===== src/rtl/seq_decoder_2to4_if.sv =====
// Purpose : bundles the encoded-index input and decoded/status outputs of seq_decoder_2to4.
// Latency : n/a (signal bundle only).
// Backpressure: ready is driven by the slave; codes offered while ready=0 are dropped.
interface seq_decoder_2to4_if;
    logic [1:0] y;
    logic       v;
    logic       ready;
    logic [3:0] d;
    logic       busy;
    logic       done;
    logic [7:0] cnt;
    logic       lost;

    // Upstream encoder side: offers codes, observes decoder status.
    modport master (
        output y, v,
        input  ready, d, busy, done, cnt, lost
    );

    // Decoder side.
    modport slave (
        input  y, v,
        output ready, d, busy, done, cnt, lost
    );
endinterface


===== src/rtl/seq_decoder_2to4.sv =====
// Purpose : 2-to-4 one-hot decoder that holds each decode for HOLD cycles then idles GAP cycles.
// Latency : d updates on the edge that accepts v (one cycle from v to d).
// Backpressure: ready only in IDLE; v while not ready is dropped and latches the sticky lost flag.
module seq_decoder_2to4 #(
    parameter int HOLD = 4,   // 1..255
    parameter int GAP  = 1    // 0..15
) (
    input  logic               clk,
    input  logic               rst,
    seq_decoder_2to4_if.slave  bus
);

    typedef enum logic [1:0] {
        S_IDLE   = 2'd0,
        S_ACTIVE = 2'd1,
        S_GAP    = 2'd2
    } state_t;

    // Counters count down to zero, so they load "length minus one".
    localparam logic [7:0] HOLD_LOAD = 8'(HOLD - 1);
    localparam logic [3:0] GAP_LOAD  = (GAP > 0) ? 4'(GAP - 1) : 4'd0;

    state_t     state;
    logic [7:0] hold_cnt;
    logic [3:0] gap_cnt;
    logic [3:0] d_q;
    logic       done_q;
    logic [7:0] cnt_q;
    logic       lost_q;

    // Status derived straight from state so ready reacts in the same cycle.
    assign bus.ready = (state == S_IDLE);
    assign bus.busy  = (state != S_IDLE);
    assign bus.d     = d_q;
    assign bus.done  = done_q;
    assign bus.cnt   = cnt_q;
    assign bus.lost  = lost_q;

    // Decode FSM: accept in IDLE, hold d for HOLD cycles, then force GAP zero cycles.
    always_ff @(posedge clk) begin
        if (rst) begin
            state    <= S_IDLE;
            hold_cnt <= 8'd0;
            gap_cnt  <= 4'd0;
            d_q      <= 4'b0000;
            done_q   <= 1'b0;
            cnt_q    <= 8'd0;
            lost_q   <= 1'b0;
        end else begin
            // Codes arriving while busy are not queued; just remember that one was lost.
            if (bus.v && (state != S_IDLE)) begin
                lost_q <= 1'b1;
            end

            case (state)
                S_IDLE: begin
                    if (bus.v) begin
                        state    <= S_ACTIVE;
                        d_q      <= 4'b0001 << bus.y;
                        hold_cnt <= HOLD_LOAD;
                        // HOLD=1: the first ACTIVE cycle is also the last one.
                        done_q   <= (HOLD_LOAD == 8'd0);
                        if (cnt_q != 8'hFF) begin
                            cnt_q <= cnt_q + 8'd1;
                        end
                    end
                end

                S_ACTIVE: begin
                    if (hold_cnt == 8'd0) begin
                        d_q    <= 4'b0000;
                        done_q <= 1'b0;
                        if (GAP > 0) begin
                            state   <= S_GAP;
                            gap_cnt <= GAP_LOAD;
                        end else begin
                            state <= S_IDLE;
                        end
                    end else begin
                        hold_cnt <= hold_cnt - 8'd1;
                        // done is registered, so raise it one cycle ahead of the count reaching zero.
                        done_q   <= (hold_cnt == 8'd1);
                    end
                end

                S_GAP: begin
                    if (gap_cnt == 4'd0) begin
                        state <= S_IDLE;
                    end else begin
                        gap_cnt <= gap_cnt - 4'd1;
                    end
                end

                default: begin
                    state <= S_IDLE;
                end
            endcase
        end
    end

endmodule


===== src/flat_wrapper.sv =====
// flat-port wrapper written by rule: the top's interface ports become plain ports
module seq_decoder_2to4_flat 
#(
    parameter int HOLD = 4,            
    parameter int GAP  = 1            
)
  (clk, rst, bus_y, bus_v, bus_ready, bus_d, bus_busy, bus_done, bus_cnt, bus_lost);
  seq_decoder_2to4_if bus_i ();
  input  logic clk;
  input  logic rst;
  input wire logic [$bits(bus_i.y)-1:0] bus_y;
  input wire logic [$bits(bus_i.v)-1:0] bus_v;
  output wire logic [$bits(bus_i.ready)-1:0] bus_ready;
  output wire logic [$bits(bus_i.d)-1:0] bus_d;
  output wire logic [$bits(bus_i.busy)-1:0] bus_busy;
  output wire logic [$bits(bus_i.done)-1:0] bus_done;
  output wire logic [$bits(bus_i.cnt)-1:0] bus_cnt;
  output wire logic [$bits(bus_i.lost)-1:0] bus_lost;
  assign bus_i.y = bus_y;
  assign bus_i.v = bus_v;
  assign bus_ready = bus_i.ready;
  assign bus_d = bus_i.d;
  assign bus_busy = bus_i.busy;
  assign bus_done = bus_i.done;
  assign bus_cnt = bus_i.cnt;
  assign bus_lost = bus_i.lost;
  seq_decoder_2to4 #(.HOLD(HOLD), .GAP(GAP)) u_core (.clk(clk), .rst(rst), .bus(bus_i));
endmodule

===== config.mk =====
export PLATFORM = sky130hd
export DESIGN_NAME = seq_decoder_2to4_flat
export DESIGN_NICKNAME = d
export VERILOG_FILES = /design/src/rtl/seq_decoder_2to4_if.sv /design/src/rtl/seq_decoder_2to4.sv /design/src/flat_wrapper.sv
export SDC_FILE = /design/constraint.sdc
export NUM_CORES = 1
export LEC_CHECK = 0
export BUFFER_PORTS_ARGS = -buffer_cell sky130_fd_sc_hd__buf_2
export CORE_MARGIN = 2
export CORE_UTILIZATION = 59
export DETAILED_ROUTE_END_ITERATION = 10
export GPL_ROUTABILITY_DRIVEN = 0
export PLACE_DENSITY = 0.82
export SLEW_MARGIN = 5
export SYNTH_ARGS = -nofsm -noshare
export SYNTH_HDL_FRONTEND = slang
export SYNTH_SLANG_ARGS = --single-unit
export TNS_END_PERCENT = 20

===== constraint.sdc =====
create_clock -name clk -period 3.9 [get_ports clk]
set_input_delay 0.195 -clock clk [delete_from_list [all_inputs] [get_ports clk]]
set_output_delay 0.195 -clock clk [all_outputs]
set_load 0.01 [all_outputs]

==> reports/metrics.cfg, run 1 <==
[outcome]
outcome=finished clean

[floorplanning]
num_io_pins=21
rows=17
initial_utilization_pct=61.71
die_w_um=51.64
die_y_um=51.64
die_area_um2=2666
core_area_um2=2170

[global_routing]
grt_pass1_wl_um=4360
first_global_vias=1086
antenna_found_initial=0
overflow=0
grt_max_degree=24
grtUsageTotal_pct=21.46

[clock_network]
cts_buffers=3
numClockSinks=28
cts_resized=0
cts-root-buf=clkbuf_4
post_cts_buffers=0
clock_latency_ps=330
clockBufferDepth=2
clkTransAtPathRegs_ps=150
cts_max_level=1
cts_tree=done
hold_buffers=0

[min_path]
hp-class=in -> reg
min_from=bus_y[0]
whs_path_depth=3
min_to=u_core.bus.d[1]

[layout]
final_common_cell=dfxtp_1
diodes=0
n_fill_cell=180
most-common-layout-cells=28 x dfxtp_1, 20 x buf_2, 14 x a21oi_1
drive_gt1_share_pct=17.96
nNetsFinal=178
area_delta_synth_final_pct=11.22

[logic_synthesis]
ys_seq_elements=28
yosys_most_used_dff=dfxtp_1
async_reset_ff_share_pct=0
synth-edff-count=0
synth.area.top_cells=dfxtp_1 42%, xor2_1 5.9%, a21oi_1 5.2%
syn_nets=159
synth_top_area_share_pct=41.87
synth_area_per_cell_um2=8.985
synth.distinct_cells=38
yosysWarnings=0
synth_top_area_cell=dfxtp_1
syn_inst=149
syn_area_um2=1339
ys_seq_area_share_pct=41.87

[routing]
initialDrtViolationCount=28
wl_per_cell_um=13.31
drc=0
routed_wl_um=2595
firstDrtPassIters=4
num_vias=1155
ant_nets=0
viasPerCell=5.923

[sta]
worst_pin_slew_ps=540.6
fin_crit_sh_pct=46.61
finalClockSkew_ps=14.21
rsz0062_at_grt=no
setup_viol=0
finalCriticalPeriod_ps=1818
drv_slew=0
fin_hold_ws_ps=121.9
tns_ps=0
fmax_ghz=0.5501
relSlewSlack_pct=63.80
finalHoldViolations=0

[power]
power.leakage_nw=0.6047
p_per_area_nw_per_um2=414.6
peakVddDrop_uv=310.1

[placed_design]
port_buffers=20
place_hpwl_um=1909

[critical_path]
end_kind=flip-flop
crit_fanout=5
cp-startpoint=u_core.hold_cnt[0]
reg2reg_slack_ps=2080
timing.rr.start=u_core.hold_cnt[0]
worstSetupPathType=reg -> reg
critPathRequiredTime_ps=4160
startpoint_type=flip-flop
arrival_ps=2080
rr_worst_depth=6
timing.rr.end=u_core.hold_cnt[6]

[job]
drv_cap=0

-- per-layer routing --
metal / routed length [um] / GRT usage (%)
met5: 0 / 0
met3: 88 / 3.448
met1: 1138 / 24.19
met2: 1352 / 39.53
met4: 16 / 9.211
-- worst max path at each step --
stage	end	slack (ps)
after floorplan	u_core.hold_cnt[4]	2270
final	u_core.hold_cnt[6]	2080
after global placement	u_core.hold_cnt[4]	2190
after global routing	u_core.bus.cnt[6]	1940
after CTS	u_core.hold_cnt[6]	2080
after detailed placement	u_core.hold_cnt[6]	2120
-- sequential cells by signal, indices dropped and copies added, names as in the netlist --
name and flops:
u_core.bus.lost 1, u_core.bus.done 1, u_core.gap_cnt 4, u_core.bus.cnt 8
u_core.state 2, u_core.hold_cnt 8, u_core.bus.d 4
-- Yosys cell counts (2+ instances only) --
library cell / instances
a21oi_1: 14
and3_1: 3
buf_6: 2
clkbuf_1: 4
dfxtp_1: 28
ha_1: 5
inv_1: 6
nand2_1: 2
nand2b_1: 3
nand3_1: 8
nand4_1: 5
nor2_1: 13
nor3_1: 9
o211ai_1: 4
o21ai_0: 2
o31ai_1: 5
or3_1: 3
or4_1: 5
xor2_1: 9
-- worst max-delay path, cell delays in order (launching register included) --
cell	delay, ps
dfxtp_1	430
inv_1	80
ha_1	220
or4b_1	240
o21ai_1	140
or4_1	490
a21oi_1	150
-- cell families after synthesis --
kind of cell	share of synthesized area, %
simple gates	26.26
compound gates	16.08
flops	41.87
buf+inv	4.485
xor+xnor	5.888
fa+ha+maj	4.673
mux	0.7477
-- metrics by stage --
step                utilization (%)  setup WS (ps)  area [um^2]  power [W]  cells
global placement              66.21           2187         1436  0.0004293    191
detailed placement            66.21           2119         1436  0.0004348    191
finish                        68.63           2082         1489  0.0006173    195
floorplan                         -           2271         1339  0.0004083    149
global route                  68.63           1937         1489  0.0006486    195
CTS                           68.63           2079         1489  0.0006212    195
-- layout make-up --
class                           count  area [um^2]  share of cell area [%]
Tap cell                           28        35.03                   2.353
Clock inverter                      1        30.03                   2.017
Timing Repair Buffer               20        100.1                   6.723
Multi-Input combinational cell    109        718.2                   48.24
Inverter                            6        22.52                   1.513
Sequential cell                    28        560.5                   37.65
Clock buffer                        3        22.52                   1.513
-- power breakdown --
group | internal [W] | switching, W | total (W) | leakage [nW]
sequential | 0.000301 | 0.0000171 | 0.000318 | 0.227
clock | 0.000104 | 0.0000840 | 0.000188 | 0.0279
combinational | 0.0000442 | 0.0000668 | 0.000111 | 0.349
(Power assumes the default switching activity.)
==> run 2, diff against run 1 <==
--- a/config.mk
+++ b/config.mk
@@ -5,12 +5,13 @@
 export SDC_FILE = /design/constraint.sdc
 export NUM_CORES = 1
 export LEC_CHECK = 0
+export ABC_AREA = 1
 export BUFFER_PORTS_ARGS = -buffer_cell sky130_fd_sc_hd__buf_2
 export CORE_MARGIN = 2
-export CORE_UTILIZATION = 59
+export CORE_UTILIZATION = 56
 export DETAILED_ROUTE_END_ITERATION = 10
 export GPL_ROUTABILITY_DRIVEN = 0
-export PLACE_DENSITY = 0.82
+export PLACE_DENSITY = 0.77
 export SLEW_MARGIN = 5
 export SYNTH_ARGS = -nofsm -noshare
 export SYNTH_HDL_FRONTEND = slang
==> constraint.sdc (replaced) <==
create_clock -name clk -period 1.76 [get_ports clk]
set_input_delay 0.088 -clock clk [delete_from_list [all_inputs] [get_ports clk]]
set_output_delay 0.088 -clock clk [all_outputs]
set_load 0.01 [all_outputs]
==> reports/metrics.cfg, run 2 <==
[outcome]
outcome=finished clean

[routing]
initialDrtViolationCount=49  ; +75%
routed_wl_um=2846  ; +9.7%
drc=0  ; unchanged
ant_nets=0  ; unchanged
viasPerCell=5.319  ; -10%
num_vias=1399  ; +21%
wl_per_cell_um=10.82  ; -19%
firstDrtPassIters=4  ; unchanged

[layout]
nNetsFinal=244  ; +37%
final_common_cell=nand2_1
area_delta_synth_final_pct=11.03
stdcell_area_um2=1688  ; +13%
drive_gt1_share_pct=21.46  ; +3.5 points
most-common-layout-cells=41 x nand2_1, 34 x nor2_1, 28 x dfxtp_1
diodes=0  ; unchanged
n_fill_cell=234  ; +30%

[floorplanning]
num_io_pins=21  ; unchanged
die_area_um2=3147  ; +18%
rows=18  ; +1
core_area_um2=2522  ; +16%
initial_utilization_pct=60.27  ; -1.4 points
die_y_um=56.10  ; +8.6%
die_w_um=56.10  ; +8.6%

[sta]
fin_hold_ws_ps=26.56  ; -95.39 ps
finalHoldViolations=0  ; unchanged
fin_crit_sh_pct=85.68  ; +39 points
fmax_ghz=0.6632  ; +21%
relSlewSlack_pct=66.72  ; +2.9 points
tns_ps=0  ; unchanged
drv_slew=0  ; unchanged
finalClockSkew_ps=4.307  ; -9.907 ps
worst_pin_slew_ps=498.7  ; -41.86 ps
rsz0062_at_grt=no
setup_viol=0  ; unchanged
finalWorstSetupSlack_ps=252.1  ; -1830 ps
finalCriticalPeriod_ps=1508  ; -309.8 ps

[critical_path]
critPathRequiredTime_ps=2050  ; -2110 ps
startpoint_type=flip-flop
end_kind=flip-flop
rr_worst_depth=9  ; +3
arrival_ps=1790  ; -290 ps
crit_fanout=11  ; +6
cp_common_cell=nand3_1
timing.rr.end=u_core.bus.cnt[6]
path_cells=ha_1, nand3_1, nor2_4, nand2_2, nand2_4, inv_2, nand3_1, nand2_1, a21oi_2
worstSetupPathType=reg -> reg
slowest_delay_ps=420  ; -70 ps
crit_slowest_cell=dfxtp_1
timing.rr.start=u_core.bus.cnt[0]
path_buf_inv=1  ; unchanged
reg2reg_slack_ps=250  ; -1830 ps
crit_family=simple AND/OR/NAND/NOR gates

[global_routing]
antenna_found_initial=0  ; unchanged
overflow=0  ; unchanged
grt_max_degree=18  ; -25%
grtUsageTotal_pct=18.62  ; -2.8 points
grt_pass1_wl_um=4802  ; +10%
first_global_vias=1204  ; +11%

[power]
peakVddDrop_uv=652.3  ; +110%
p_per_area_nw_per_um2=1004  ; +140%
p_total_w=0.001695  ; +170%
power.leakage_nw=0.7608  ; +26%

[placed_design]
port_buffers=20  ; unchanged
placed_cell_area_um2=1635  ; +14%
place_hpwl_um=2191  ; +15%
place_ws_ps=287.0  ; -1832 ps

[clock_network]
hold_buffers=0  ; unchanged
cts_tree=done
clkTransAtPathRegs_ps=150  ; about the same
cts_resized=0  ; unchanged
cts_buffers=3  ; unchanged
clock_latency_ps=340  ; about the same
cts-root-buf=clkbuf_4
numClockSinks=28  ; unchanged
cts_max_level=1  ; unchanged
post_cts_buffers=0  ; unchanged
clockBufferDepth=2  ; unchanged

[logic_synthesis]
yosys.area_share.simple_pct=38.19  ; +12 points
yosysMostFrequentCell=nand2_1
syn_area_um2=1520  ; +14%
synth_xor_area_share_pct=1.152  ; -4.7 points
synthMuxAreaShare_pct=0  ; -0.75 points
synth-edff-count=0  ; unchanged
async_reset_ff_share_pct=0  ; unchanged
syn_nets=222  ; +40%
synth.distinct_cells=28  ; -26%
synth_commonest_cells=41 x nand2_1, 34 x nor2_1, 28 x dfxtp_1, 20 x inv_1, 18 x nand3_1
synth_area_per_cell_um2=7.171  ; -20%
synth_top_area_cell=dfxtp_1
synth.area.top_cells=dfxtp_1 37%, nand2_1 10%, nor2_1 8.4%
synth-compound-area-share_pct=12.02  ; -4.1 points
yosys_most_used_dff=dfxtp_1
syn_inst=212  ; +42%
yosysWarnings=0  ; unchanged
ys_seq_elements=28  ; unchanged
synth_top_family_by_area=simple AND/OR/NAND/NOR gates
ys_seq_area_share_pct=36.87  ; -5.0 points
synth_top_area_share_pct=36.87  ; -5.0 points
synthAdderAreaFrac_pct=4.115  ; -0.56 points

[min_path]
min_to=u_core.bus.d[1]
hp-class=in -> reg
min_from=bus_y[0]
whs_path_depth=3  ; unchanged

[job]
drv_cap=0  ; unchanged

-- run 2: logic make-up (layout without fill, tap and decap cells) --
family,Yosys count,after routing
xor+xnor,2,2
buf+inv,27,48
flops,28,28
compound gates,33,33
fa+ha+maj,5,5
simple gates,117,117
-- run 2: how the worst max path moves through the flow --
| stage | start | to | slack (ps) | cells past startpoint |
|---|---|---|---|---|
| 2_1_floorplan | u_core.bus.cnt[0] | u_core.bus.cnt[0] | 290 | 9 |
| 3_3_place_gp | u_core.bus.cnt[0] | u_core.bus.cnt[6] | 310 | 9 |
| 3_5_place_dp | u_core.bus.cnt[0] | u_core.bus.cnt[6] | 290 | 9 |
| 4_1_cts | u_core.bus.cnt[0] | u_core.bus.cnt[6] | 250 | 9 |
| 5_1_grt | u_core.bus.cnt[0] | u_core.bus.cnt[2] | 130 | 9 |
| 6_report | u_core.bus.cnt[0] | u_core.bus.cnt[6] | 250 | 9 |
-- run 2: layout make-up --
| cell class | count | area, um^2 | share of cell area (%) |
|---|---|---|---|
| clock buffer | 3 | 22.52 | 1.334 |
| clock inverter | 1 | 30.03 | 1.779 |
| inverter | 24 | 93.84 | 5.560 |
| multi-input combinational | 157 | 843.3 | 49.96 |
| sequential | 28 | 560.5 | 33.21 |
| tap | 30 | 37.54 | 2.224 |
| timing repair buffer | 20 | 100.1 | 5.930 |
-- run 2: power breakdown --
group	switching [W]	internal, W	total (W)	leakage [nW]
Combinational	0.000333	0.000183	0.000516	0.504
Clock	0.000194	0.000231	0.000425	0.0279
Sequential	0.0000549	0.000699	0.000754	0.229
-- run 2: through the flow --
step	utilization (%)	instances
2_1_floorplan	-	212
3_3_place_gp	64.83	259
3_5_place_dp	64.83	259
4_1_cts	66.91	263
5_1_grt	66.91	263
6_report	66.91	263
-- run 2: worst min-delay path, delay by kind of cell --
family | cells | cell delay, ps
simple gates | 1 | 70
compound gates | 1 | 60
buf+inv | 1 | 120
-- run 2: per-layer routing --
metal	GRT usage, %	share of wire, %	up-vias	wire length (um)
met5	0	0	-	0
met4	8.503	1.7	0	49
met1	23.09	48	641	1355
met3	2.791	3.1	7	87
met2	31.60	48	26	1353
li1	-	-	725	-
==> run 3, diff against run 2 <==
--- a/config.mk
+++ b/config.mk
@@ -6,12 +6,12 @@
 export NUM_CORES = 1
 export LEC_CHECK = 0
 export ABC_AREA = 1
-export BUFFER_PORTS_ARGS = -buffer_cell sky130_fd_sc_hd__buf_2
 export CORE_MARGIN = 2
-export CORE_UTILIZATION = 56
+export CORE_UTILIZATION = 60
 export DETAILED_ROUTE_END_ITERATION = 10
+export DONT_BUFFER_PORTS = 1
 export GPL_ROUTABILITY_DRIVEN = 0
-export PLACE_DENSITY = 0.77
+export PLACE_DENSITY = 0.75
 export SLEW_MARGIN = 5
 export SYNTH_ARGS = -nofsm -noshare
 export SYNTH_HDL_FRONTEND = slang
==> reports/metrics.cfg, run 3 (synthesis results as in run 2) <==
[layout]
diodes=0  ; unchanged
most-common-layout-cells=41 x nand2_1, 34 x nor2_1, 28 x dfxtp_1
multi_input_area_um2=843.3  ; unchanged
seq_area_um2=560.5  ; unchanged
final_cell_count_no_fill=249  ; -5.3%
final_common_cell=nand2_1
n_fill_cell=216  ; -7.7%
drive_gt1_share_pct=14.16  ; -7.3 points
nNetsFinal=230  ; -5.7%
stdcell_area_um2=1645  ; -2.5%
area_delta_synth_final_pct=8.231

[critical_path]
end_kind=flip-flop
path_cells=ha_1, nand3_1, nor2_4, nand2_2, nand2_4, inv_2, nand3_1, nand2_1, a21oi_2
arrival_ps=1880  ; +90 ps
critPathRequiredTime_ps=2030  ; -20 ps
cp_common_cell=nand3_1
startpoint_type=flip-flop
slowest_delay_ps=460  ; +40 ps
crit_slowest_cell=dfxtp_1
worstSetupPathType=reg -> reg
crit_fanout=11  ; unchanged

[clock_network]
cts-root-buf=clkbuf_4
cts_buffers=3  ; unchanged
post_cts_buffers=0  ; unchanged
cts_max_level=1  ; unchanged
clkTransAtPathRegs_ps=160  ; about the same
numClockSinks=28  ; unchanged
clock_latency_ps=330  ; about the same
clockBufferDepth=2  ; unchanged
cts_tree=done

[sta]
tns_ps=0  ; unchanged
finalWorstSetupSlack_ps=150.9  ; -101.1 ps
setup_viol=0  ; unchanged
worst_pin_slew_ps=528.7  ; +30.00 ps
finalHoldViolations=0  ; unchanged
fmax_ghz=0.6215  ; -6.3%
rsz0062_at_grt=no
finalCriticalPeriod_ps=1609  ; +101.1 ps
drv_slew=0  ; unchanged
fin_crit_sh_pct=91.42  ; +5.7 points
finalClockSkew_ps=1.877  ; -2.430 ps
relSlewSlack_pct=64.71  ; -2.0 points

[placed_design]
place_ws_ps=199.8  ; -87.24 ps
port_buffers=0  ; -100%
placed_cell_area_um2=1543  ; -5.7%
place_hpwl_um=2210  ; +0.83%
dp_cells=240  ; -7.3%

[routing]
viasPerCell=5.289  ; -0.57%
wl_per_cell_um=12.26  ; +13%
routed_wl_um=3052  ; +7.2%
num_vias=1317  ; -5.9%
ant_nets=0  ; unchanged
drc=0  ; unchanged
initialDrtViolationCount=16  ; -67%
firstDrtPassIters=4  ; unchanged

[floorplanning]
initial_utilization_pct=62.50  ; +2.2 points
core_area_um2=2432  ; -3.6%
die_y_um=54.34  ; -3.1%
num_io_pins=21  ; unchanged
die_area_um2=2952  ; -6.2%
rows=18  ; unchanged
die_w_um=54.34  ; -3.1%

[power]
peakVddDrop_uv=729.7  ; +12%
p_total_w=0.001683  ; -0.74%
power.internal_w=0.001100  ; -1.2%
p_per_area_nw_per_um2=1023  ; +1.8%
clock_power_share_pct=25.4  ; +0.3 points
pwr-share-seq_pct=45.7  ; +1.2 points
power.leakage_nw=0.6873  ; -9.7%
switching_share_pct=34.62  ; +0.30 points
p_sw_w=0.0005826  ; +0.12%
combPwrFrac_pct=29.0  ; -1.4 points

[min_path]
hp-class=in -> reg

[global_routing]
grtUsageTotal_pct=22.37  ; +3.8 points
overflow=0  ; unchanged
first_global_vias=1192  ; -1.0%
grt_pass1_wl_um=4899  ; +2.0%
grt_max_degree=18  ; unchanged
antenna_found_initial=0  ; unchanged

[outcome]
outcome=finished clean

[job]
drv_cap=0  ; unchanged

==> run 3: path summary, 6_finish.rpt <==
path                   endpoint  depth (start not counted)  slack, ps          startpoint
max           u_core.bus.cnt[6]                          9        150   u_core.bus.cnt[1]
min             u_core.bus.d[0]                          3         20               bus_v
max reg2reg   u_core.bus.cnt[6]                          9        150   u_core.bus.cnt[1]
min reg2reg  u_core.hold_cnt[6]                          2        510  u_core.hold_cnt[6]
==> run 3: per-layer routing <==
metal / global-route usage, % / vias up / routed length (um)
li1: - / 692 / -
met1: 26.85 / 604 / 1424
met2: 40.56 / 17 / 1524
met3: 3.279 / 4 / 78
met4: 7.083 / 0 / 25
met5: 0 / - / 0
==> run 3: final cells by class <==
cell class | count | share of cell area (%)
multi-input cells | 157 | 51.25
flip-flops and latches | 28 | 34.07
inverters | 24 | 5.703
repair buffers | 6 | 3.498
well taps | 30 | 2.281
clock inverters | 1 | 1.825
clock buffers | 3 | 1.369
==> run 3: per-stage QoR <==
step | hold slack (ps) | util (%)
2_1_floorplan | 232.7 | -
3_5_place_dp | 162.0 | 63.43
3_3_place_gp | 158.9 | 63.43
5_1_grt | 33.86 | 67.64
6_report | 24.68 | 67.64
4_1_cts | 14.46 | 67.64
==> run 3: critical path, delay by kind of cell, from the launching register on <==
kind                       cells  cell delay, ps
AOI/OAI and AO/OA              1             140
adders and majority gates      1             290
buffers and inverters          1             100
DFF                            1             460
and+or+nand+nor                6             560
==> run 3: power by group through the flow <==
stage	Sequential, W	Clock (W)	Combinational [W]
2_1_floorplan	0.000773	0	0.000398
3_3_place_gp	0.000779	0	0.000452
3_5_place_dp	0.000782	0	0.000471
4_1_cts	0.000768	0.000438	0.000487
5_1_grt	0.000778	0.000459	0.000555
6_report	0.000768	0.000427	0.000488
==> run 3: what timing repair did <==
item,in CTS,in global routing
resized for setup,0,0
setup endpoints to repair,0,0
hold endpoints to repair,16,0
hold buffers,5,0
